## config.mk

```make
export PLATFORM = sky130hd
export DESIGN_NAME = handshake_fifo
export DESIGN_NICKNAME = d
export VERILOG_FILES = /design/src/rtl/handshake_fifo.sv
export SDC_FILE = /design/constraint.sdc
export NUM_CORES = 1
export LEC_CHECK = 0
export BUFFER_PORTS_ARGS = -buffer_cell sky130_fd_sc_hd__clkbuf_2
export CAP_MARGIN = 20
export CORE_UTILIZATION = 34
export CTS_CLUSTER_SIZE = 25
export DETAILED_ROUTE_END_ITERATION = 6
export SYNTH_ARGS = -nofsm -noshare
export SYNTH_HDL_FRONTEND = slang
export SYNTH_SLANG_ARGS = --single-unit
```

## constraint.sdc

```tcl
create_clock -name clk -period 3.1 [get_ports clk]
set_input_delay 0.93 -clock clk [delete_from_list [all_inputs] [get_ports clk]]
set_output_delay 0.93 -clock clk [all_outputs]
set_load 0.1 [all_outputs]
```

## src/rtl/handshake_fifo.sv

```systemverilog
// ============================================================================
// Module   : handshake_fifo
// Brief    : Circular-buffer FIFO with four-phase req/ack handshakes on the
//            producer (tx) and consumer (rx) sides; single clock domain.
// Revision : 1.0 - initial release
// ============================================================================
`default_nettype none

module handshake_fifo #(
  parameter int DEPTH = 5,
  parameter int WIDTH = 8
) (
  input  logic             clk,
  input  logic             rst_n,
  input  logic             tx_rdy,
  output logic             tx_done,
  input  logic [WIDTH-1:0] in_data,
  output logic             rx_rdy,
  input  logic             rx_done,
  output logic [WIDTH-1:0] out_data,
  output logic             empty,
  output logic             full
);

  localparam int c_PTR_W = (DEPTH > 1) ? $clog2(DEPTH) : 1;
  localparam int c_CNT_W = $clog2(DEPTH + 1);
  localparam logic [c_PTR_W-1:0] c_LAST_PTR  = c_PTR_W'(DEPTH - 1);
  localparam logic [c_CNT_W-1:0] c_DEPTH_CNT = c_CNT_W'(DEPTH);

  typedef enum logic [0:0] {
    TX_IDLE = 1'b0,
    TX_ACK  = 1'b1
  } tx_state_t;

  typedef enum logic [1:0] {
    RX_IDLE  = 2'd0,
    RX_VALID = 2'd1,
    RX_ACK   = 2'd2
  } rx_state_t;

  logic [WIDTH-1:0]   r_buf [DEPTH];
  logic [c_PTR_W-1:0] r_front;
  logic [c_PTR_W-1:0] r_back;
  logic [c_CNT_W-1:0] r_count;
  tx_state_t          r_tx_state;
  tx_state_t          w_tx_next;
  rx_state_t          r_rx_state;
  rx_state_t          w_rx_next;
  logic               w_incr;
  logic               w_decr;

  assign empty    = (r_count == '0);
  assign full     = (r_count == c_DEPTH_CNT);
  assign out_data = r_buf[r_front];
  assign tx_done  = (r_tx_state == TX_ACK);
  assign rx_rdy   = (r_rx_state == RX_VALID);

  // Producer side: one stored word per tx_rdy assertion.
  always_comb begin
    w_tx_next = r_tx_state;
    w_incr    = 1'b0;
    case (r_tx_state)
      TX_IDLE: begin
        if (tx_rdy && !full) begin
          w_incr    = 1'b1;
          w_tx_next = TX_ACK;
        end
      end
      TX_ACK: begin
        if (!tx_rdy) begin
          w_tx_next = TX_IDLE;
        end
      end
      default: w_tx_next = TX_IDLE;
    endcase
  end

  // Consumer side: present head word, pop on rx_done, wait for rx_done release.
  always_comb begin
    w_rx_next = r_rx_state;
    w_decr    = 1'b0;
    case (r_rx_state)
      RX_IDLE: begin
        if (!empty && !rx_done) begin
          w_rx_next = RX_VALID;
        end
      end
      RX_VALID: begin
        if (rx_done) begin
          w_decr    = 1'b1;
          w_rx_next = RX_ACK;
        end
      end
      RX_ACK: begin
        if (!rx_done) begin
          w_rx_next = RX_IDLE;
        end
      end
      default: w_rx_next = RX_IDLE;
    endcase
  end

  always_ff @(posedge clk or negedge rst_n) begin
    if (!rst_n) begin
      r_tx_state <= TX_IDLE;
      r_rx_state <= RX_IDLE;
    end else begin
      r_tx_state <= w_tx_next;
      r_rx_state <= w_rx_next;
    end
  end

  always_ff @(posedge clk or negedge rst_n) begin
    if (!rst_n) begin
      r_front <= '0;
      r_back  <= '0;
      r_count <= '0;
    end else begin
      if (w_incr) begin
        r_back <= (r_back == c_LAST_PTR) ? '0 : r_back + c_PTR_W'(1);
      end
      if (w_decr) begin
        r_front <= (r_front == c_LAST_PTR) ? '0 : r_front + c_PTR_W'(1);
      end
      case ({w_incr, w_decr})
        2'b10:   r_count <= r_count + c_CNT_W'(1);
        2'b01:   r_count <= r_count - c_CNT_W'(1);
        default: r_count <= r_count;
      endcase
    end
  end

  // Storage is not reset; stale contents are never observable as valid data.
  always_ff @(posedge clk) begin
    if (w_incr) begin
      r_buf[r_back] <= in_data;
    end
  end

endmodule

`default_nettype wire

```

==> Word-level counts from Yosys, hierarchy flattened <==
Memory sizes are Yosys's and may differ from the RTL's.
Index checks and enable logic that the tools add are counted.
{ "word_totals": {"ff_bits": 12, "latch_bits": 0, "ramBits": 40, "romBits": 0, "input_bits": 12, "out_inout_bits": 12, "elab_cells": 45, "mem_count": 1} }
{ "memory_table": {"columns": ["memory", "depth", "width", "read_ports", "rd_ports_with_merged_regs", "wr", "line_no", "source"], "rows": [
  ["r_buf", 5, 8, 1, 0, 1, "41", "logic [WIDTH-1:0] r_buf [DEPTH];"]
]} }
{ "op_classes": {"addsub": 4, "mul": 0, "div_mod_pow": 0, "n_lt_le_gt_ge": 0, "eq_ne": 10, "n_shift": 0, "n_mux": 15, "n_bitwise": 1, "n_reduce_logical": 9} }
{ "ops": {"columns": ["operator", "n"], "rows": [
  ["adder 3 x 1 -> 3 bit (second input constant)", 3],
  ["== test 3 bit (second input constant)", 3],
  ["two-way mux 1 bit", 7],
  ["two-way mux 2 bit", 3],
  ["two-way mux 3 bit", 2],
  ["one-hot mux 2 bit (3 select lines)", 1],
  ["one-hot mux 3 bit (2 select lines)", 1],
  ["== test 2 x 1 -> 1 bit (second input constant)", 2],
  ["== test 2 bit (second input constant)", 2],
  ["!= test 2 bit (second input constant)", 2],
  ["zero test 1 bit", 3],
  ["zero test 3 bit", 1],
  ["AND reduction 3 bit", 1],
  ["subtractor 3 x 1 -> 3 bit (second input constant)", 1],
  ["logical AND 1 bit", 2],
  ["zero test 2 bit", 1],
  ["!= test 2 x 1 -> 1 bit (second input constant)", 1],
  ["one-hot mux 1 bit (2 select lines)", 1],
  ["nonzero test 2 bit", 1],
  ["inverter 1 bit", 1]
]} }

==> Longest topological paths before layout <==
{ "logic_depth": {"word_depth": 7, "depth_mapped": 8, "mapped_depth_nobuf": 8} }

==> Worst setup path before layout <==
Ideal clock, no wire load.
{ "synth_path": {"kind": "reg2out", "start": "register r_count[0]", "end": "output empty", "t_arrival_ps": 2526, "required_time_ps": 2170, "slack_ps": -356, "stages_incl_launch_ff": 2, "n_path_buf": 0, "path_cell_list": "dfrtp_1 > nor3_1"} }
{ "synth_between": {"elab_chain_len": 1} }
{ "synth_lines": {"columns": ["element", "line_no", "source"], "rows": [
  ["start: declaration", "44", "logic [c_CNT_W-1:0] r_count;"],
  ["start signal: assignment", "126", "2'b10: r_count <= r_count + c_CNT_W'(1);"],
  ["start signal: assignment", "127", "2'b01: r_count <= r_count - c_CNT_W'(1);"],
  ["start signal: assignment", "128", "default: r_count <= r_count;"],
  ["zero test 3 bit", "52", "assign empty = (r_count == '0);"],
  ["end: declaration", "21", "output logic empty,"]
]} }
No other way between the ends.

==> Worst setup path after layout <==
{ "layout_path": {"start": "register r_front[0]", "end": "output out_data[4]"} }
{ "layout_between": {"elab_chain_len": 1} }
{ "layout_lines": {"columns": ["element", "line_no", "source"], "rows": [
  ["start: declaration", "42", "logic [c_PTR_W-1:0] r_front;"],
  ["start signal: assignment", "123", "r_front <= (r_front == c_LAST_PTR) ? '0 : r_front + c_PTR_W'(1);"],
  ["memory (5 x 8 bit)", null, null],
  ["end: declaration", "20", "output logic [WIDTH-1:0] out_data,"]
]} }
No other way between the ends.

==> key figures <==
Run status
  – Status: finished, final reports clean

GRT
  – Remaining global-route overflow: 0
  – First-pass GRT wire length: ~6400 um
  – Initial antenna violation count: 0
  – Largest net degree at the start of global routing: 18
  – Gr usage total: 0.122
  – Vias in the first global route: 1,318

Drt
  – Overall routed net length: about 4000 um
  – Vias after detailed routing: 1,259
  – Average routed wire per standard cell: 15.6 um
  – DRT iter0 DRCs: 64
  – DR vias/cell: 4.94
  – Post-route ant nets: 0
  – Remaining DRCs: 0
  – DR pass1 iterations: 4

Setup path
  – Crit Path Category: reg2out
  – Critical path cell sequence: mux2_1 > o221a_2 > clkbuf_2
  – CP required: roughly 2200 ps
  – Setup crit start kind: flop
  – Critical Path Max Stage Delay: 650 ps
  – Critical path's slowest cell: dfrtp_2
  – CP endpoint kind: output pin
  – Max Fanout on Critical Path: 17
  – Worst EP arrival: 1920 ps

Die
  – Core Region: 0.00631 sq mm
  – Std cell rows: 29
  – DIE AREA: 0.00687 sq mm
  – Die span in x: approximately 83 um
  – Initial Util: 0.352
  – Die H: 82.9 um
  – I/O Pins: 24

Timing
  – Tcrit/Tclk final: 0.920
  – Fin. Hold Viols: 0
  – Fmax: 0.351 GHz
  – Max-slew headroom: 0.641
  – Setup_tns: 0 ps
  – Fin Clk Skew: slightly above 9 ps
  – RSZ-0062 raised after global routing: no
  – Worst-Margin Slew: around 540 ps
  – Pins over their slew limit: 0
  – Fin worst setup slack: 249 ps
  – Final min period: 2850 ps
  – Setup violators final: 0

Clock tree
  – Num CTS Buffers: 5
  – Cts hold-fix bufs: 0
  – CTS H-tree lvls: 2
  – Clk_lat worst skew: 300 ps
  – Root Buffer: clkbuf_8
  – CTS tree: yes
  – CTS clk-pin slew, worst paths: 90 ps
  – Sink Count: 52
  – Bufs on Longest Clock Path: 2

Logic synthesis
  – Syn. warnings: 0
  – Syn_area_per_cell: 15.4 sq um
  – Yosys reg bits: 52
  – Prevailing post-synth register cell: edfxtp_1
  – Synth top area cells: edfxtp_1, dfrtp_1, mux2i_1
  – Post-synth EDFFs: 40
  – Top cell type's share of synthesized area: 0.540
  – Post-Syn Nets: 162
  – Yosys cell types: 33
  – Asr flop ratio synth: 0.231
  – Synthesized area: ~0.0022 sq mm
  – Register area share after synthesis: 0.675
  – Post-Synthesis Cells: about 140
  – Yosys top cell by area: edfxtp_1

Placement
  – Setup WS pre-CTS: 286 ps
  – Gp weighted congestion: 0.663
  – Port Buffers: 23
  – Placed Cells: 247
  – HPWL Detailed: 2680 um

Finish
  – Finished Layout Cells: approximately 260
  – # nets final: 195
  – Layout cells sized above 1: 0.292
  – Area grow syn2layout: 15.1%
  – Final Core Density: 0.405
  – Antenna diodes: 0

Min path
  – HP Class: reg2reg

Flow run
  – MaxCap Viol Count: 0
==> area by class of cell <==
class / instances / area (sq um)
clock buffer: 6 / 72.6
sequential: 52 / 1500
inverter: 10 / 37.5
multi-input combinational: 77 / 658
tap: 77 / 96.3
timing repair buffer: 31 / 175
clock inverter: 2 / 16.3
fill: 606 / 3750
==> repair_timing <==
action,in CTS,in global routing
endpoints found under the setup margin,8,0
setup buffers,0,0
gates resized for setup,1,0
==> critical path: cells and delay by family, from the launching register on <==
family,cells,cell delay (ps)
AOI/OAI and AO/OA,1,230
buffers and inverters,1,370
muxes,1,380
DFF,1,650
==> worst paths after layout <==
kind / startpoint / endpoint / slack [ps] / depth (start not counted)
max: r_front[0] / out_data[4] / 250 / 3
min: r_rx_state[1] / r_rx_state[0] / 480 / 1
max reg2reg: r_count[1] / r_count[2] / 1120 / 8
min reg2reg: r_rx_state[1] / r_rx_state[0] / 480 / 1
max in group asynchronous: rst_n / r_front[0] / 2320 / 1
min in group asynchronous: rst_n / r_rx_state[1] / 520 / 1
==> stage by stage <==
step	cell area, sq um	hold slack, ps
3_5_place_dp	2470	476
2_1_floorplan	2230	438
5_1_grt	2560	506
6_report	2560	478
3_3_place_gp	2470	452
4_1_cts	2560	486
==> registers in the layout, summed over array words and instances (netlist names) <==
signal / cells
r_front: 3
r_back: 3
tx_done: 1
r_count: 3
r_rx_state: 2
r_buf: 40
==> logic make-up after synthesis <==
group                      share of synthesized area
AOI/OAI and AO/OA                             0.0726
xor gates and xnor gates                      0.0118
adders and majority gates                     0.0371
buffers and inverters                         0.0310
DFF                                            0.675
muxes                                         0.0878
and+or+nand+nor                               0.0844
==> per-layer routing <==
| layer | track usage | part of all wire |
|---|---|---|
| met1 | 0.142 | 0.44 |
| met5 | 0 | 0 |
| met4 | 0.0376 | 0.012 |
| met2 | 0.217 | 0.50 |
| met3 | 0.0358 | 0.050 |
==> cells in the mapped netlist, types with 2 or more instances <==
cell and count:
edfxtp_1 40, nand2_1 14, dfrtp_1 12, inv_1 10, mux2i_1 9, mux2_1 8
o221a_2 7, ha_1 5, nor4_1 5, a21oi_1 3, o21ai_0 3, clkbuf_1 2
nor2_1 2, nor2b_1 2, nor3_1 2, o21a_1 2, xor2_1 2
==> cells in the final DEF, fill, tap and decap left out <==
cell / Yosys / layout
nor4b_2: 1 / 1
or2_2: 1 / 1
o221a_1: 1 / 1
mux2i_1: 9 / 9
xor2_1: 2 / 2
clkbuf_2: 0 / 23
nor3_2: 0 / 1
o221a_2: 7 / 7
clkbuf_8: 0 / 5
mux2_1: 8 / 8
nor3_1: 2 / 1
o21a_1: 2 / 2
ha_1: 5 / 5
mux2_4: 1 / 1
nand3_4: 1 / 1
buf_4: 1 / 8
dfrtp_2: 0 / 1
clkbuf_1: 2 / 1
a21oi_1: 3 / 3
fa_1: 1 / 1
clkinv_4: 0 / 1
dfrtp_1: 12 / 11
and3b_1: 1 / 1
o2bb2ai_1: 1 / 1
inv_1: 10 / 10
nand3b_4: 1 / 1
edfxtp_1: 40 / 40
nor4_1: 5 / 5
nand2b_1: 1 / 1
a31o_1: 1 / 1
xnor2_1: 1 / 1
o2111ai_1: 1 / 1
nor2_1: 2 / 2
nand2_1: 14 / 14
clkinvlp_4: 0 / 1
nor2b_1: 2 / 2
o21ai_0: 3 / 3
Power is left out: the tool's default activity adds up to more than one toggle a clock period on the data nets, which glitch-free logic cannot reach.
